`src/rtl/mips_ctrl_pkg.sv`:
```
// mips_ctrl_pkg: shared definitions for the MEM-stage miss/branch controller.
//   mem_state_e     - controller state encoding
//   TIMEOUT_DEF     - default REQ-cycle budget before a timeout error
//   CNT_WIDTH_DEF   - default width of the saturating miss counter
//   wait_cnt_width  - width needed by the REQ wait counter for a given budget
package mips_ctrl_pkg;

  typedef enum logic [1:0] {
    IDLE  = 2'd0,
    REQ   = 2'd1,
    FILL  = 2'd2,
    ERROR = 2'd3
  } mem_state_e;

  localparam int unsigned TIMEOUT_DEF   = 255;
  localparam int unsigned CNT_WIDTH_DEF = 16;

  // The wait counter only has to reach TIMEOUT-1, so clog2(TIMEOUT) bits suffice.
  function automatic int unsigned wait_cnt_width(input int unsigned timeout);
    return (timeout < 2) ? 1 : $clog2(timeout);
  endfunction

endpackage

```
`src/rtl/sat_counter.sv`:
```
// sat_counter: up-counter that sticks at all-ones instead of wrapping.
//   clk_i  - clock, rising edge
//   rst_ni - asynchronous active-low reset (count -> 0)
//   clr_i  - synchronous clear, has priority over inc_i
//   inc_i  - increment request
//   cnt_o  - current count
module sat_counter #(
  parameter int unsigned WIDTH = 16
) (
  input  logic             clk_i,
  input  logic             rst_ni,
  input  logic             clr_i,
  input  logic             inc_i,
  output logic [WIDTH-1:0] cnt_o
);

  logic [WIDTH-1:0] cnt_q, cnt_d;

  always_comb begin
    cnt_d = cnt_q;
    if (clr_i) begin
      cnt_d = '0;
    end else if (inc_i && (cnt_q != '1)) begin
      cnt_d = cnt_q + WIDTH'(1);
    end
  end

  always_ff @(posedge clk_i or negedge rst_ni) begin
    if (!rst_ni) begin
      cnt_q <= '0;
    end else begin
      cnt_q <= cnt_d;
    end
  end

  assign cnt_o = cnt_q;

endmodule

```
`src/rtl/mem_stage_controller.sv`:
```
// mem_stage_controller: MEM-stage sequencer sitting behind the EX/MEM register.
// A cache miss freezes the pipeline, issues a backing-memory transaction and
// releases the pipeline for one FILL cycle with the refill data. Taken branches
// are resolved into pcSrc/flush, held off while the pipeline is frozen.
//   clock, resetN                  - clock / async active-low reset
//   memReadIn, memWriteIn, hitIn   - EX/MEM memory controls and cache hit
//   branchIn, zeroFlagIn           - EX/MEM branch resolution inputs
//   addrIn, wdataIn                - effective address and store data
//   memAck, memRdata               - backing memory completion pulse and read data
//   stall, bubble                  - pipeline freeze / MEM/WB NOP insert (comb)
//   pcSrc, flush                   - taken-branch redirect (comb)
//   memReq, memWe, memAddr, memWdata - registered backing-memory request
//   fillValid, fillData            - registered read-miss completion
//   timeoutErr                     - sticky timeout flag
//   missCount                      - saturating miss counter
module mem_stage_controller
  import mips_ctrl_pkg::*;
#(
  parameter int unsigned ADDR_WIDTH = 32,
  parameter int unsigned DATA_WIDTH = 32,
  parameter int unsigned TIMEOUT    = TIMEOUT_DEF,
  parameter int unsigned CNT_WIDTH  = CNT_WIDTH_DEF
) (
  input  logic                  clock,
  input  logic                  resetN,
  input  logic                  memReadIn,
  input  logic                  memWriteIn,
  input  logic                  hitIn,
  input  logic                  branchIn,
  input  logic                  zeroFlagIn,
  input  logic [ADDR_WIDTH-1:0] addrIn,
  input  logic [DATA_WIDTH-1:0] wdataIn,
  input  logic                  memAck,
  input  logic [DATA_WIDTH-1:0] memRdata,
  output logic                  stall,
  output logic                  bubble,
  output logic                  pcSrc,
  output logic                  flush,
  output logic                  memReq,
  output logic                  memWe,
  output logic [ADDR_WIDTH-1:0] memAddr,
  output logic [DATA_WIDTH-1:0] memWdata,
  output logic                  fillValid,
  output logic [DATA_WIDTH-1:0] fillData,
  output logic                  timeoutErr,
  output logic [CNT_WIDTH-1:0]  missCount
);

  localparam int unsigned          WAIT_W    = wait_cnt_width(TIMEOUT);
  localparam logic [WAIT_W-1:0]    WAIT_LAST = WAIT_W'(TIMEOUT - 1);

  mem_state_e            state_q;
  logic                  memReq_q;
  logic                  memWe_q;
  logic [ADDR_WIDTH-1:0] memAddr_q;
  logic [DATA_WIDTH-1:0] memWdata_q;
  logic                  fillValid_q;
  logic [DATA_WIDTH-1:0] fillData_q;
  logic                  timeoutErr_q;

  logic                  miss;
  logic                  miss_start;
  logic                  wait_inc;
  logic                  wait_clr;
  logic                  wait_expired;
  logic [WAIT_W-1:0]     wait_cnt;

  // A simultaneous read+write request is handled as a write via memWe.
  assign miss       = (memReadIn | memWriteIn) & ~hitIn;
  assign miss_start = (state_q == IDLE) & miss;

  // Wait counter is zero on REQ entry; REQ cycle n sees n-1, so the budget
  // expires at the end of the TIMEOUT-th REQ cycle.
  assign wait_clr     = (state_q != REQ);
  assign wait_inc     = (state_q == REQ) & ~memAck;
  assign wait_expired = (state_q == REQ) & ~memAck & (wait_cnt == WAIT_LAST);

  sat_counter #(
    .WIDTH (CNT_WIDTH)
  ) u_miss_cnt (
    .clk_i  (clock),
    .rst_ni (resetN),
    .clr_i  (1'b0),
    .inc_i  (miss_start),
    .cnt_o  (missCount)
  );

  sat_counter #(
    .WIDTH (WAIT_W)
  ) u_wait_cnt (
    .clk_i  (clock),
    .rst_ni (resetN),
    .clr_i  (wait_clr),
    .inc_i  (wait_inc),
    .cnt_o  (wait_cnt)
  );

  always_ff @(posedge clock or negedge resetN) begin
    if (!resetN) begin
      state_q      <= IDLE;
      memReq_q     <= 1'b0;
      memWe_q      <= 1'b0;
      memAddr_q    <= '0;
      memWdata_q   <= '0;
      fillValid_q  <= 1'b0;
      fillData_q   <= '0;
      timeoutErr_q <= 1'b0;
    end else begin
      case (state_q)
        IDLE: begin
          fillValid_q <= 1'b0;
          if (miss) begin
            state_q    <= REQ;
            memReq_q   <= 1'b1;
            memWe_q    <= memWriteIn;
            memAddr_q  <= addrIn;
            memWdata_q <= wdataIn;
          end
        end
        REQ: begin
          if (memAck) begin
            state_q     <= FILL;
            memReq_q    <= 1'b0;
            fillValid_q <= ~memWe_q;
            if (!memWe_q) begin
              fillData_q <= memRdata;
            end
          end else if (wait_expired) begin
            state_q      <= ERROR;
            memReq_q     <= 1'b0;
            timeoutErr_q <= 1'b1;
          end
        end
        FILL: begin
          // Exactly one release cycle; any miss still presented is not re-checked here.
          state_q     <= IDLE;
          fillValid_q <= 1'b0;
        end
        ERROR: begin
          state_q <= ERROR;
        end
        default: begin
          state_q <= IDLE;
        end
      endcase
    end
  end

  always_comb begin
    stall = 1'b0;
    case (state_q)
      IDLE:    stall = miss;
      REQ:     stall = 1'b1;
      FILL:    stall = 1'b0;
      ERROR:   stall = 1'b1;
      default: stall = 1'b0;
    endcase
  end

  assign bubble = stall;
  assign pcSrc  = branchIn & zeroFlagIn & ~stall;
  assign flush  = branchIn & zeroFlagIn & ~stall;

  assign memReq     = memReq_q;
  assign memWe      = memWe_q;
  assign memAddr    = memAddr_q;
  assign memWdata   = memWdata_q;
  assign fillValid  = fillValid_q;
  assign fillData   = fillData_q;
  assign timeoutErr = timeoutErr_q;

endmodule

```
`config.mk`:
```
export PLATFORM = sky130hd
export DESIGN_NAME = mem_stage_controller
export DESIGN_NICKNAME = d
export VERILOG_FILES = /design/src/rtl/mips_ctrl_pkg.sv /design/src/rtl/sat_counter.sv /design/src/rtl/mem_stage_controller.sv
export SDC_FILE = /design/constraint.sdc
export NUM_CORES = 1
export LEC_CHECK = 0
export BUFFER_PORTS_ARGS = -buffer_cell sky130_fd_sc_hd__buf_2
export CAP_MARGIN = 0
export CORE_MARGIN = 10
export CORE_UTILIZATION = 47
export DETAILED_ROUTE_END_ITERATION = 10
export GPL_TIMING_DRIVEN = 0
export PLACE_DENSITY = 0.86
export SLEW_MARGIN = 20
export SYNTH_ARGS = -nofsm -noshare
export SYNTH_HDL_FRONTEND = slang
export SYNTH_SLANG_ARGS = --single-unit
```
`constraint.sdc`:
```
create_clock -name clock -period 2.4 [get_ports clock]
set_clock_uncertainty 0.05 [all_clocks]
set_input_delay 0.36 -clock clock [delete_from_list [all_inputs] [get_ports clock]]
set_output_delay 0.36 -clock clock [all_outputs]
set_load 0.02 [all_outputs]
```
# Yosys cells after proc, flatten, opt, wreduce, memory -nomap -nowiden
# Index checks and enable logic that the tools add are counted.
# totals
regBits	126
in_bits	104
output_inout_bits	120
elab_cells	60
# classes
add_sub_neg	2
eq_ne	10
muxes	13
bitwise	11
reduce_logical	14
# ops
cell	n
adder 16 x 1 -> 16 bit (second input constant)	1
two-way mux 8 bit	2
inequality test 16 bit (second input constant)	1
AND reduction 3 bit	3
adder 8 x 1 -> 8 bit (second input constant)	1
== test 8 bit (second input constant)	1
inequality test 8 bit (second input constant)	1
one-hot mux 2 bit (4 select lines)	1
bitwise AND 1 bit	6
two-way mux 2 bit	3
AND reduction 2 bit	3
nonzero test 2 bit	3
== test 2 bit (second input constant)	2
two-way mux 1 bit	4
inequality test 2 bit (second input constant)	2
NOT 1 bit	4
one-hot mux 1 bit (2 select lines)	2
OR reduction 2 bit	2
inequality test 3 bit (second input constant)	1
one-hot mux 1 bit (3 select lines)	1
== test 2 x 1 -> 1 bit (second input constant)	1
logical AND 1 bit	2
zero test 2 bit	1
inequality test 2 x 1 -> 1 bit (second input constant)	1
OR 1 bit	1

# Logic depth before layout (Yosys ltp)
# Gate-level depths: netlist (run 1).
# logic_depth
depth_word	6
mapped_depth	7
mapped_depth_nobuf	6

# By module
# A second synthesis (run 1) with hierarchy kept.
# hier_totals
cells_unflattened	383
hier_area_um2	5322.6
# by_module_without_submodules
module	instances	cells_each	area_per_inst_um2	seq_area_each_um2
mem_stage_controller	1	236	3916.3	2552.4
sat_counter at u_miss_cnt	1	98	942.2	400.4
sat_counter at u_wait_cnt	1	49	464.2	200.2

# Worst setup path after synthesis (run 1)
# Ideal clock, no wire load.
# synth_timing
path_kind	flip-flop to flip-flop
start	register u_miss_cnt.cnt_q[0], in the netlist u_miss_cnt.cnt_o[0]
end	register u_miss_cnt.cnt_q[6], in the netlist u_miss_cnt.cnt_o[6]
setup_time_ns	0.139
arrival_time_ns	1.647
required_time_ns	2.211
path_slack_ns	0.564
stages_incl_launch_ff	7
path_buffers	1
period_less_slack_ns	1.836
path_cell_list	dfrtp_1 -> ha_1 -> nand4_1 -> nor4_1 -> buf_2 -> nor4b_1 -> xor2_1
# synth_via
elab_chain_len	2
word_cells_on_any_way	3
cone_classes	add/sub (1); eq/ne (1); reduce/logical (1)
# synth_lines
element	line	text
from (decl)	sat_counter.sv:17	logic [WIDTH-1:0] cnt_q, cnt_d;
from (signal assigned)	sat_counter.sv:32	cnt_q <= cnt_d;
parallel branches: the longest is 2 deep, another holds adder 16 x 1 -> 16 bit	n/a	
# Several ways; the timed one is not identified.
# A chain may end at the register's enable or synchronous reset.

# Worst setup path after layout (run 1)
# layout_timing
start	register state_q[1]
end	register memAddr_q[11], in the netlist memAddr[11]
# layout_via
elab_chain_len	2
# layout_lines
element	line	text
from (decl)	mem_stage_controller.sv:52	mem_state_e state_q;
from (signal assigned)	mem_stage_controller.sv:100	state_q <= IDLE;
from (signal assigned)	mem_stage_controller.sv:113	state_q <= REQ;
from (signal assigned)	mem_stage_controller.sv:122	state_q <= FILL;
zero test 2 bit	mem_stage_controller.sv:109	case (state_q)
AND reduction 2 bit (no line)	n/a	
to (signal assigned)	mem_stage_controller.sv:116	memAddr_q <= addrIn;
to (decl)	mem_stage_controller.sv:55	logic [ADDR_WIDTH-1:0] memAddr_q;
# No other way between the ends.

==> results of run 1 <==
[metal layers]
layer,part of all wire,vias up,global-route usage
met5,0,-,0
met4,0.031,0,0.110
met3,0.081,39,0.0745
met2,0.50,242,0.382
met1,0.38,2324,0.249
li1,-,2207,-
[worst register-to-register path: cells and delay by family, from the launching register on]
| family | cells | cell delay, ns |
|---|---|---|
| DFF | 1 | 0.44 |
| buffers and inverters | 3 | 0.86 |
| and+or+nand+nor | 3 | 0.76 |
[layout by cell type, fill, tap and decap left out, types with 2 or more instances in the layout]
cell / synthesis / layout
sky130_fd_sc_hd__a211oi_1: 2 / 2
sky130_fd_sc_hd__a21oi_1: 2 / 2
sky130_fd_sc_hd__and2_1: 2 / 2
sky130_fd_sc_hd__buf_2: 6 / 228
sky130_fd_sc_hd__buf_4: 2 / 2
sky130_fd_sc_hd__buf_6: 1 / 2
sky130_fd_sc_hd__bufinv_16: 0 / 2
sky130_fd_sc_hd__clkbuf_1: 13 / 13
sky130_fd_sc_hd__clkbuf_16: 0 / 16
sky130_fd_sc_hd__clkbuf_2: 1 / 3
sky130_fd_sc_hd__clkinv_2: 0 / 5
sky130_fd_sc_hd__clkinvlp_4: 0 / 5
sky130_fd_sc_hd__dfrtp_1: 126 / 126
sky130_fd_sc_hd__diode_2: 0 / 3
sky130_fd_sc_hd__dlygate4sd3_1: 0 / 65
sky130_fd_sc_hd__ha_1: 3 / 3
sky130_fd_sc_hd__inv_1: 7 / 7
sky130_fd_sc_hd__mux2_2: 32 / 32
sky130_fd_sc_hd__nand2_1: 201 / 201
sky130_fd_sc_hd__nand3_1: 10 / 10
sky130_fd_sc_hd__nand4_1: 7 / 7
sky130_fd_sc_hd__nor2_1: 12 / 12
sky130_fd_sc_hd__nor2b_1: 2 / 2
sky130_fd_sc_hd__nor3_1: 6 / 6
sky130_fd_sc_hd__nor4_1: 5 / 4
sky130_fd_sc_hd__nor4_2: 1 / 2
sky130_fd_sc_hd__nor4_4: 2 / 2
sky130_fd_sc_hd__o211a_1: 2 / 2
sky130_fd_sc_hd__or2_2: 2 / 2
sky130_fd_sc_hd__xnor2_1: 4 / 4
sky130_fd_sc_hd__xor2_1: 14 / 14
[layout make-up]
type | count | area [um^2]
Sequential cell | 126 | 3150
Fill cell | 709 | 3100
Multi-Input combinational cell | 330 | 1830
Timing Repair Buffer | 289 | 1800
Clock buffer | 19 | 422
Tap cell | 140 | 175
Clock inverter | 12 | 123
Buffer | 23 | 113
Inverter | 7 | 26.3
Antenna cell | 3 | 7.51
[path summary, 6_finish.rpt]
kind                       slack (ns)               startpoint                         endpoint
max                              0.17   state_q[1]$_DFFE_PN0P_          memAddr[11]$_DFFE_PN0P_
min                              0.03              wdataIn[27]         memWdata[27]$_DFFE_PN0P_
max reg2reg                      0.17   state_q[1]$_DFFE_PN0P_          memAddr[11]$_DFFE_PN0P_
min reg2reg                      0.42  memAddr[10]$_DFFE_PN0P_          memAddr[10]$_DFFE_PN0P_
max in group asynchronous        1.22                   resetN  u_wait_cnt.cnt_o[1]$_DFFE_PN0P_
min in group asynchronous        0.38                   resetN          memAddr[19]$_DFFE_PN0P_
[per-stage QoR]
step | utilization | cell area (um^2) | TNS (ns) | hold WS (ns)
after global routing | 0.712 | 7650 | 0 | 0.00538
final | 0.712 | 7650 | 0 | 0.0327
after floorplan | - | 5110 | 0 | 0.0144
after global placement | 0.596 | 6400 | -73.34 | 0.403
after detailed placement | 0.599 | 6430 | -1.07 | 0.317
after CTS | 0.711 | 7640 | 0 | 0.00225
[state kept, by name, indices dropped and copies added (netlist names)]
name / count
fillData: 32
fillValid: 1
memAddr: 32
memReq: 1
memWdata: 32
memWe: 1
state_q: 2
timeoutErr: 1
u_miss_cnt.cnt_o: 16
u_wait_cnt.cnt_o: 8
[timing repair]
item,4_1_cts,5_1_grt
pin swaps,0,0
endpoints found under the setup margin,22,12
hold buffers,65,0
hold endpoints to repair,125,0
gates resized for setup,1,4
[Yosys cell counts, types with 3 or more instances]
cell type                  count
sky130_fd_sc_hd__nand2_1     201
sky130_fd_sc_hd__dfrtp_1     126
sky130_fd_sc_hd__mux2_2       32
sky130_fd_sc_hd__xor2_1       14
sky130_fd_sc_hd__clkbuf_1     13
sky130_fd_sc_hd__nor2_1       12
sky130_fd_sc_hd__nand3_1      10
sky130_fd_sc_hd__inv_1         7
sky130_fd_sc_hd__nand4_1       7
sky130_fd_sc_hd__buf_2         6
sky130_fd_sc_hd__nor3_1        6
sky130_fd_sc_hd__nor4_1        5
sky130_fd_sc_hd__xnor2_1       4
sky130_fd_sc_hd__ha_1          3
[cell families (layout without fill, tap and decap cells)]
kind of cell               Yosys count  count (layout)  synth area share
adders and majority gates            3               3           0.00735
buffers and inverters               30             350            0.0267
other                                0               3                 0
DFF                                126             126             0.617
xor gates and xnor gates            18              18            0.0309
muxes                               34              34            0.0747
and+or+nand+nor                    260             260             0.221
AOI/OAI and AO/OA                   15              15            0.0228
[report_power, final]
part	internal [uW]	leakage (uW)	switching (uW)	total (uW)
combinational	1400	0.00224	2520	3910
clock	1460	0.000255	900	2360
sequential	3020	0.00157	566	3590
==> flow_summary.toml, run 1 <==
[global_route]
grt_antenna_before_repair = 3
first_global_vias = 5155
global_route.overflow_total = 0
wire_length_of_the_first_global_routing_pass_um = 28100
grt_start_max_net_pins = 66
grt_use_total = 0.226

[yosys]
count_of_state_elements_after_synthesis = 126
synthFlopType = "sky130_fd_sc_hd__dfrtp_1"
ys_warn_count = 0
postSynthNetCount = 593
post_synth_main_area_contributors = "sky130_fd_sc_hd__dfrtp_1 (62%), sky130_fd_sc_hd__nand2_1 (15%), sky130_fd_sc_hd__mux2_2 (7.1%)"
synth_cell_types = 46
async_flop_share = 1.00
post_synth_instance_area_mm2 = 0.00511
synth_area_leader = "sky130_fd_sc_hd__dfrtp_1"
seq_area_frac_synth = 0.617
number_of_enable_type_register_cells_in_the_synthesized_netlist = 0
synth_top_area_share = 0.617
synthesis.area_per_instance_um2 = 10.5
netlist_instances = 486

[floorplan]
chipWidth_um = 124
area_of_the_core_mm2 = 0.0107
initial_core_util = 0.476
die-height_um = 124
top_level_ports = 224
placement_rows = 38
die_area_mm2 = 0.0154

[timing]
final_max_slew_viol_count = 0
setup_viol = 0
final.setup.worst_slack_ns = 0.168
worstMarginPinSlew_ns = 0.744
rsz0062_at_grt = "no"
min_period_over_period = 0.930
timing.max_slew.rel_slack = 0.504
highest_achievable_clock_rate_ghz = 0.448
finalWorstPathRequiredPeriod_ns = 2.23
hold_violations = 0

[placement]
place_ws_ns = -0.0545
port_buf_inserts = 223
gp_routability_congestion = 0.912
placed_cells = 850
detailedPlacementHpwl_um = 11700

[critical_path]
endpoint_kind = "flip-flop"
timing.critical_path.buf_inv = 3
crit_path_max_incr_delay_ns = 0.56
data_arrival_time_of_the_worst_path_ns = 2.57
cp_max_fo = 10
setup.worst_path.start_class = "flip-flop"
crit_slowest_cell = "sky130_fd_sc_hd__or4_1"
timing.critical_path.max_delay_family = "buffers and inverters"
worst-endpoint-required_ns = 2.74
cp_cell_sequence = "or4_1 -> clkbuf_2 -> clkbuf_1 -> clkbuf_2 -> nand2_1 -> nand2_1"
path_class = "flip-flop to flip-flop"
number_of_gates_on_the_worst_path_with_buffers_counted = 6
worstRegToRegCells = 6

[route]
drt_pass1_iterations = 5
via_count = 4812
wire_per_inst_um = 18.4
wirelength_um = 17500
post-route-drc-count = 0
initialDrtViolationCount = 314
ant_nets = 0
per_cell_via_count_in_the_routed_design = 5.07

[cts]
cts_max_level = 4
inserted_clock_buffers = 17
path_clk_slew_ns = 0.06
numClockSinks = 126
cts-root-to-sink-buffers = 2
cts-root-buf = "sky130_fd_sc_hd__clkbuf_8"
buffer_count_from_post_cts_setup_fixing = 0
cts_tree = "built"
insertion_delay_ns = 0.51

[power]
p_total_uw = 9860
power-per-cell-area_mw_per_mm2 = 1290
leakage_uw = 0.00406
vdd.ir_drop.worst_uv = 847

[hold_path]
hold_class = "input port to flip-flop"
min_delay_path_depth = 3

[outcome]
outcome = "finished clean"

[layout]
post_route_cells_drive_above_1_share = 0.380
area.growth.synth_to_final_pct = 49.6
finish.cell_count_without_fillers = 949
layout.nets = 901

[run]
drv.max_cap_violation_count = 0
Power figures use the tool's default switching activity.
==> run 2: changes to the inputs <==
- GPL_TIMING_DRIVEN: 0 -> 1
==> run 2 against run 1 <==
Against the previous run:
- clock power rose by 4%
- final cell count fell by 2.6%
- sequential cell count did not move
- via count fell by 3.8%
- maximum frequency rose by 0.18%
- sequential share of layout area rose by 0.60 points
- sequential power barely moved
- die area did not move
- non-clock buffer count fell by 23
- core utilization fell by 1.0 points
- combinational power fell by 3%
- critical path type is now input port to output port
- critical endpoint is now flush
==> flow_summary.toml, run 2 (synthesized netlist as in run 1, its figures left out) <==
[global_route]
groute.layer.met1.usage = 0.226
grt_most_used_layer = "met2"
grtUsageMet2 = 0.350
grt_use_total = 0.207
global_route.overflow_total = 0
grt_start_max_net_pins = 127
first_global_vias = 4988
grt_antenna_before_repair = 1
wire_length_of_the_first_global_routing_pass_um = 26200
use_met3 = 0.0796

[critical_path]
data_arrival_time_of_the_worst_path_ns = 1.82
path_class = "input port to output port"
worst-endpoint-required_ns = 1.99
worstRegToRegCells = 4
crit_path_max_incr_delay_ns = 0.53
cp_max_fo = 3
endpoint_kind = "output port"
setup.worst_path.start_class = "input port"
cp_cell_sequence = "dlygate4sd3_1 -> buf_2 -> nor2_2 -> nor3_1 -> nor2_1 -> and3_1 -> buf_2"
timing.rr.end = "memWdata[7]$_DFFE_PN0P_"
timing.critical_path.buf_inv = 3
timing.critical_path.max_delay_family = "buffers and inverters"
regToRegStartpoint = "state_q[1]$_DFFE_PN0P_"
r2r_setup_slack_ns = 0.18
cp_common_cell = "sky130_fd_sc_hd__buf_2"
crit_slowest_cell = "sky130_fd_sc_hd__dlygate4sd3_1"

[hold_path]
capture_endpoint_of_the_worst_hold_path = "memAddr[28]$_DFFE_PN0P_"
min_delay_path_depth = 3
holdCritStartpoint = "addrIn[28]"
hold_class = "input port to flip-flop"

[timing]
timing.setup.tns_ns = 0
highest_achievable_clock_rate_ghz = 0.449
timing.max_slew.rel_slack = 0.554
worstMarginPinSlew_ns = 0.669
setup_viol = 0
rsz0062_at_grt = "no"
finalWorstPathRequiredPeriod_ns = 2.23
final_max_slew_viol_count = 0
hold_violations = 0
min_period_over_period = 0.928

[cts]
cts-root-to-sink-buffers = 2
path_clk_slew_ns = 0.05
cts_max_level = 4
insertion_delay_ns = 0.51
inserted_clock_buffers = 17
cts_tree = "built"
numClockSinks = 126
buffer_count_from_post_cts_setup_fixing = 0
cts-root-buf = "sky130_fd_sc_hd__clkbuf_8"

[route]
via_count = 4630
post-route-drc-count = 0
ant_nets = 0
initialDrtViolationCount = 341
per_cell_via_count_in_the_routed_design = 5.01
drt_pass1_iterations = 5
wirelength_um = 16000
wire_per_inst_um = 17.4

[power]
switching_power_uw = 3890
power-per-cell-area_mw_per_mm2 = 1310
power_frac_clock = 0.249
internal-power_uw = 5960
leakage_uw = 0.00401
vdd.ir_drop.worst_uv = 741
p_seq_frac = 0.364
power.share.switching = 0.395
p_comb_frac = 0.387

[layout]
leading_cell_type_in_the_layout_fill_and_taps_excluded = "sky130_fd_sc_hd__buf_2"
area.growth.synth_to_final_pct = 47.5
mostFrequentLayoutCells = "sky130_fd_sc_hd__buf_2 (222), sky130_fd_sc_hd__nand2_1 (201), sky130_fd_sc_hd__dfrtp_1 (126)"
post_route_cells_drive_above_1_share = 0.387
final_util = 0.701
layout.nets = 878

[outcome]
outcome = "finished clean"

[floorplan]
die-height_um = 124
initial_core_util = 0.476
area_of_the_core_mm2 = 0.0107
top_level_ports = 224
placement_rows = 38
chipWidth_um = 124
die_area_mm2 = 0.0154

[placement]
gp_routability_congestion = 0.890
port_buf_inserts = 223
detailedPlacementHpwl_um = 11100

[run]
drv.max_cap_violation_count = 0
run 2: per-stage QoR:
stage | total power, uW | setup slack [ns] | hold slack [ns] | std cells | area, um^2
global route | 10400 | 0.0594 | 0.00599 | 924 | 7540
finish | 9860 | 0.172 | 0.0195 | 924 | 7540
floorplan | 5820 | 0.564 | 0.0144 | 486 | 5110
detailed placement | 7340 | 0.228 | 0.400 | 835 | 6390
CTS | 9910 | 0.115 | 0.00318 | 923 | 7530
global placement | 7150 | 0.294 | 0.402 | 835 | 6390
run 2: area by class of cell:
cell class | instances | area [um^2]
Antenna cell | 1 | 2.50
Inverter | 7 | 26.3
Clock inverter | 6 | 82.6
Tap cell | 140 | 175
Fill cell | 751 | 3210
Sequential cell | 126 | 3150
Timing Repair Buffer | 289 | 1770
Multi-Input combinational cell | 330 | 1840
Clock buffer | 25 | 484
run 2: layer usage:
layer  up-vias  routed length, um
li1       2149                  -
met1      2217               6220
met4         0                552
met2       217               7980
met3        47               1290
met5         -                  0
run 2: timing repair:
item / 4_1_cts / 5_1_grt
endpoints found under the hold margin: 182 / 0
gates resized for setup: 0 / 1
hold buffers: 57 / 0
endpoints found under the setup margin: 0 / 2
run 2: worst reg2reg max path, stage by stage, from the launching register on:
cell and delay (ns):
sky130_fd_sc_hd__dfrtp_1 0.44, sky130_fd_sc_hd__or4_2 0.95, sky130_fd_sc_hd__buf_4 0.39, sky130_fd_sc_hd__nand2_1 0.17, sky130_fd_sc_hd__nand2_1 0.09
run 2: worst max-delay path by stage:
stage / start / depth (start not counted) / end
after floorplan: u_miss_cnt.cnt_o[0]$_DFFE_PN0P_ / 6 / u_miss_cnt.cnt_o[6]$_DFFE_PN0P_
after global placement: hitIn / 4 / u_miss_cnt.cnt_o[1]$_DFFE_PN0P_
after detailed placement: state_q[1]$_DFFE_PN0P_ / 3 / u_miss_cnt.cnt_o[1]$_DFFE_PN0P_
after CTS: memWriteIn / 7 / flush
after global routing: memWriteIn / 7 / flush
final: memWriteIn / 7 / flush
run 2: power by group through the flow:
| stage | Sequential (uW) | Clock [uW] | Combinational (uW) |
|---|---|---|---|
| 2_1_floorplan | 4600 | 0 | 1220 |
| 3_3_place_gp | 3530 | 0 | 3620 |
| 3_5_place_dp | 3590 | 0 | 3750 |
| 4_1_cts | 3570 | 2500 | 3840 |
| 5_1_grt | 3700 | 2600 | 4130 |
| 6_report | 3590 | 2450 | 3810 |
==> run 3: changes to the inputs <==
- CORE_UTILIZATION: 47 -> 25
- PLACE_DENSITY: 0.86 -> 0.54
- SYNTH_HIERARCHICAL: unset -> 1
==> run 3 against run 2 <==
Against the previous run:
- global-route usage fell by 9.8 points
- synthesized cell count down 21%
- combinational power decreased by 3%
- core utilization down 35 points
- wire length decreased by 5.9%
- first-iteration DRC count fell by 58%
- sequential share of layout area rose by 1.3 points
- die area increased by 78%
- cell area decreased by 3.1%
- sequential power fell by 4%
- largest cell class unchanged
- highest routed layer unchanged
==> flow_summary.toml, run 3 <==
[global_route]
grt_antenna_before_repair = 0
wire_length_of_the_first_global_routing_pass_um = 24600
first_global_vias = 4371
grt_use_total = 0.110
grt_start_max_net_pins = 69
global_route.overflow_total = 0

[critical_path]
cp_cell_sequence = "nor3_4 -> buf_4 -> or2_2 -> buf_2"
data_arrival_time_of_the_worst_path_ns = 1.71
worst-endpoint-required_ns = 1.99
crit_path_max_incr_delay_ns = 0.57
r2r_setup_slack_ns = 0.28
setup.worst_path.start_class = "flip-flop"
path_class = "flip-flop to output port"
endpoint_kind = "output port"
crit_slowest_cell = "sky130_fd_sc_hd__dfrtp_1"
cp_max_fo = 10

[yosys]
post_synth_main_area_contributors = "sky130_fd_sc_hd__dfrtp_1 (59%), sky130_fd_sc_hd__mux2_2 (21%), sky130_fd_sc_hd__a21oi_1 (1.5%)"
synth_top_area_share = 0.592
top_cell_types_by_occurrence_after_synthesis = "sky130_fd_sc_hd__dfrtp_1 (126), sky130_fd_sc_hd__mux2_2 (99), sky130_fd_sc_hd__a21oi_1 (16)"
number_of_enable_type_register_cells_in_the_synthesized_netlist = 0
post-synth-top-count-cell = "sky130_fd_sc_hd__dfrtp_1"
synthFlopType = "sky130_fd_sc_hd__dfrtp_1"
synthesis.area_per_instance_um2 = 13.9
synth_cell_types = 50
seq_area_frac_synth = 0.592
synth_area_leader = "sky130_fd_sc_hd__dfrtp_1"
post_synth_instance_area_mm2 = 0.00532
async_flop_share = 1.00
count_of_state_elements_after_synthesis = 126
netlist_instances = 383
ys_warn_count = 6

[floorplan]
chipWidth_um = 166
top_level_ports = 224
initial_core_util = 0.254
die-height_um = 166
placement_rows = 53
area_of_the_core_mm2 = 0.0210
die_area_mm2 = 0.0275

[timing]
finalWorstPathRequiredPeriod_ns = 2.12
rsz0062_at_grt = "no"
hold_slack_ns = 0.122
hold_violations = 0
timing.max_slew.rel_slack = 0.612
worstMarginPinSlew_ns = 0.581
timing.setup.tns_ns = 0
final_max_slew_viol_count = 0
min_period_over_period = 0.883
setup_viol = 0
highest_achievable_clock_rate_ghz = 0.472

[route]
via_count = 4045
ant_nets = 0
wire_per_inst_um = 16.7
drt_pass1_iterations = 4
initialDrtViolationCount = 142
wirelength_um = 15100
per_cell_via_count_in_the_routed_design = 4.48
post-route-drc-count = 0

[cts]
cts-root-buf = "sky130_fd_sc_hd__clkbuf_16"
insertion_delay_ns = 0.41
buffer_count_from_post_cts_setup_fixing = 0
cts_tree = "built"
numClockSinks = 126
path_clk_slew_ns = 0.06
cts_max_level = 4
inserted_clock_buffers = 17
cts-root-to-sink-buffers = 2

[layout]
mostFrequentLayoutCells = "sky130_fd_sc_hd__buf_2 (222), sky130_fd_sc_hd__dfrtp_1 (126), sky130_fd_sc_hd__mux2_2 (99)"
fillerInstances = 2107
post_route_cells_drive_above_1_share = 0.600
insertedDiodeCount = 0
final_util = 0.348
area.growth.synth_to_final_pct = 37.2
layout.nets = 720
leading_cell_type_in_the_layout_fill_and_taps_excluded = "sky130_fd_sc_hd__buf_2"

[power]
power-per-cell-area_mw_per_mm2 = 1310
p_seq_frac = 0.362
switching_power_uw = 3650
vdd.ir_drop.worst_uv = 583
p_comb_frac = 0.388
power.share.switching = 0.381
internal-power_uw = 5920
leakage_uw = 0.00343
power_frac_clock = 0.250

[placement]
detailedPlacementHpwl_um = 11400
port_buf_inserts = 223
gp_routability_congestion = 0.811

[run]
drv.max_cap_violation_count = 0

[hold_path]
hold_class = "input port to flip-flop"

[outcome]
outcome = "finished clean"
## run 3: path summary, 6_finish.rpt
| kind | startpoint | endpoint | depth (start not counted) |
|---|---|---|---|
| setup / recovery | state_q[0]$_DFFE_PN0P_ | bubble | 4 |
| hold / removal | addrIn[10] | memAddr[10]$_DFFE_PN0P_ | 2 |
| setup reg to reg | state_q[0]$_DFFE_PN0P_ | u_miss_cnt/cnt_o[3]$_DFFE_PN0P_ | 4 |
| hold reg to reg | timeoutErr$_DFFE_PN0P_ | timeoutErr$_DFFE_PN0P_ | 1 |
| max in group asynchronous | resetN | memWdata[2]$_DFFE_PN0P_ | 3 |
| min in group asynchronous | resetN | u_miss_cnt/cnt_o[11]$_DFFE_PN0P_ | 2 |
## run 3: power groups by stage
stage	Sequential (uW)	Combinational, uW	Clock [uW]
after floorplan	4540	1340	0
after global placement	3460	3750	0
after detailed placement	3510	3810	0
after CTS	3480	3810	2470
after global routing	3610	3990	2590
final	3460	3710	2390
## run 3: repair_timing
| action | CTS | global route |
|---|---|---|
| hold buffers | 1 | 0 |
| gates resized for setup | 0 | 0 |
| hold endpoints to repair | 18 | 0 |
## run 3: per-layer routing
| metal | GRT usage | routed length (um) | vias up |
|---|---|---|---|
| li1 | - | - | 1867 |
| met1 | 0.124 | 6160 | 2009 |
| met2 | 0.178 | 7400 | 151 |
| met3 | 0.0537 | 1300 | 18 |
| met4 | 0.0358 | 238 | 0 |
| met5 | 0 | 0 | - |
## run 3: cell families (layout without fill, tap and decap cells)
| kind of cell | Yosys count | in the layout | synth area share |
|---|---|---|---|
| adders and majority gates | 2 | 2 | 0.00470 |
| and+or+nand+nor | 86 | 86 | 0.106 |
| AOI/OAI and AO/OA | 39 | 39 | 0.0475 |
| other | 1 | 2 | 0.000705 |
| muxes | 104 | 104 | 0.220 |
| DFF | 126 | 126 | 0.592 |
| buffers and inverters | 25 | 268 | 0.0289 |
## run 3: final cells by class
| type | count | area (um^2) | share of cell area |
|---|---|---|---|
| Clock buffer | 18 | 439 | 0.0601 |
| Clock inverter | 14 | 109 | 0.0149 |
| Inverter | 5 | 18.8 | 0.00257 |
| Multi-Input combinational cell | 233 | 2020 | 0.277 |
| Sequential cell | 126 | 3150 | 0.432 |
| Tap cell | 275 | 344 | 0.0471 |
| Timing Repair Buffer | 231 | 1220 | 0.167 |
## run 3: stage by stage
step | setup slack (ns) | power (uW) | cell area [um^2] | cells
2_1_floorplan | 0.215 | 5880 | 5330 | 384
3_3_place_gp | 0.153 | 7210 | 6740 | 869
3_5_place_dp | 0.117 | 7310 | 6740 | 869
4_1_cts | 0.242 | 9760 | 7300 | 902
5_1_grt | 0.141 | 10200 | 7300 | 902
6_report | 0.280 | 9570 | 7300 | 902
## run 3: critical path: cells and delay by family (launching register included)
family | cells | cell delay, ns
buffers and inverters | 2 | 0.35
and+or+nand+nor | 2 | 0.38
DFF | 1 | 0.57
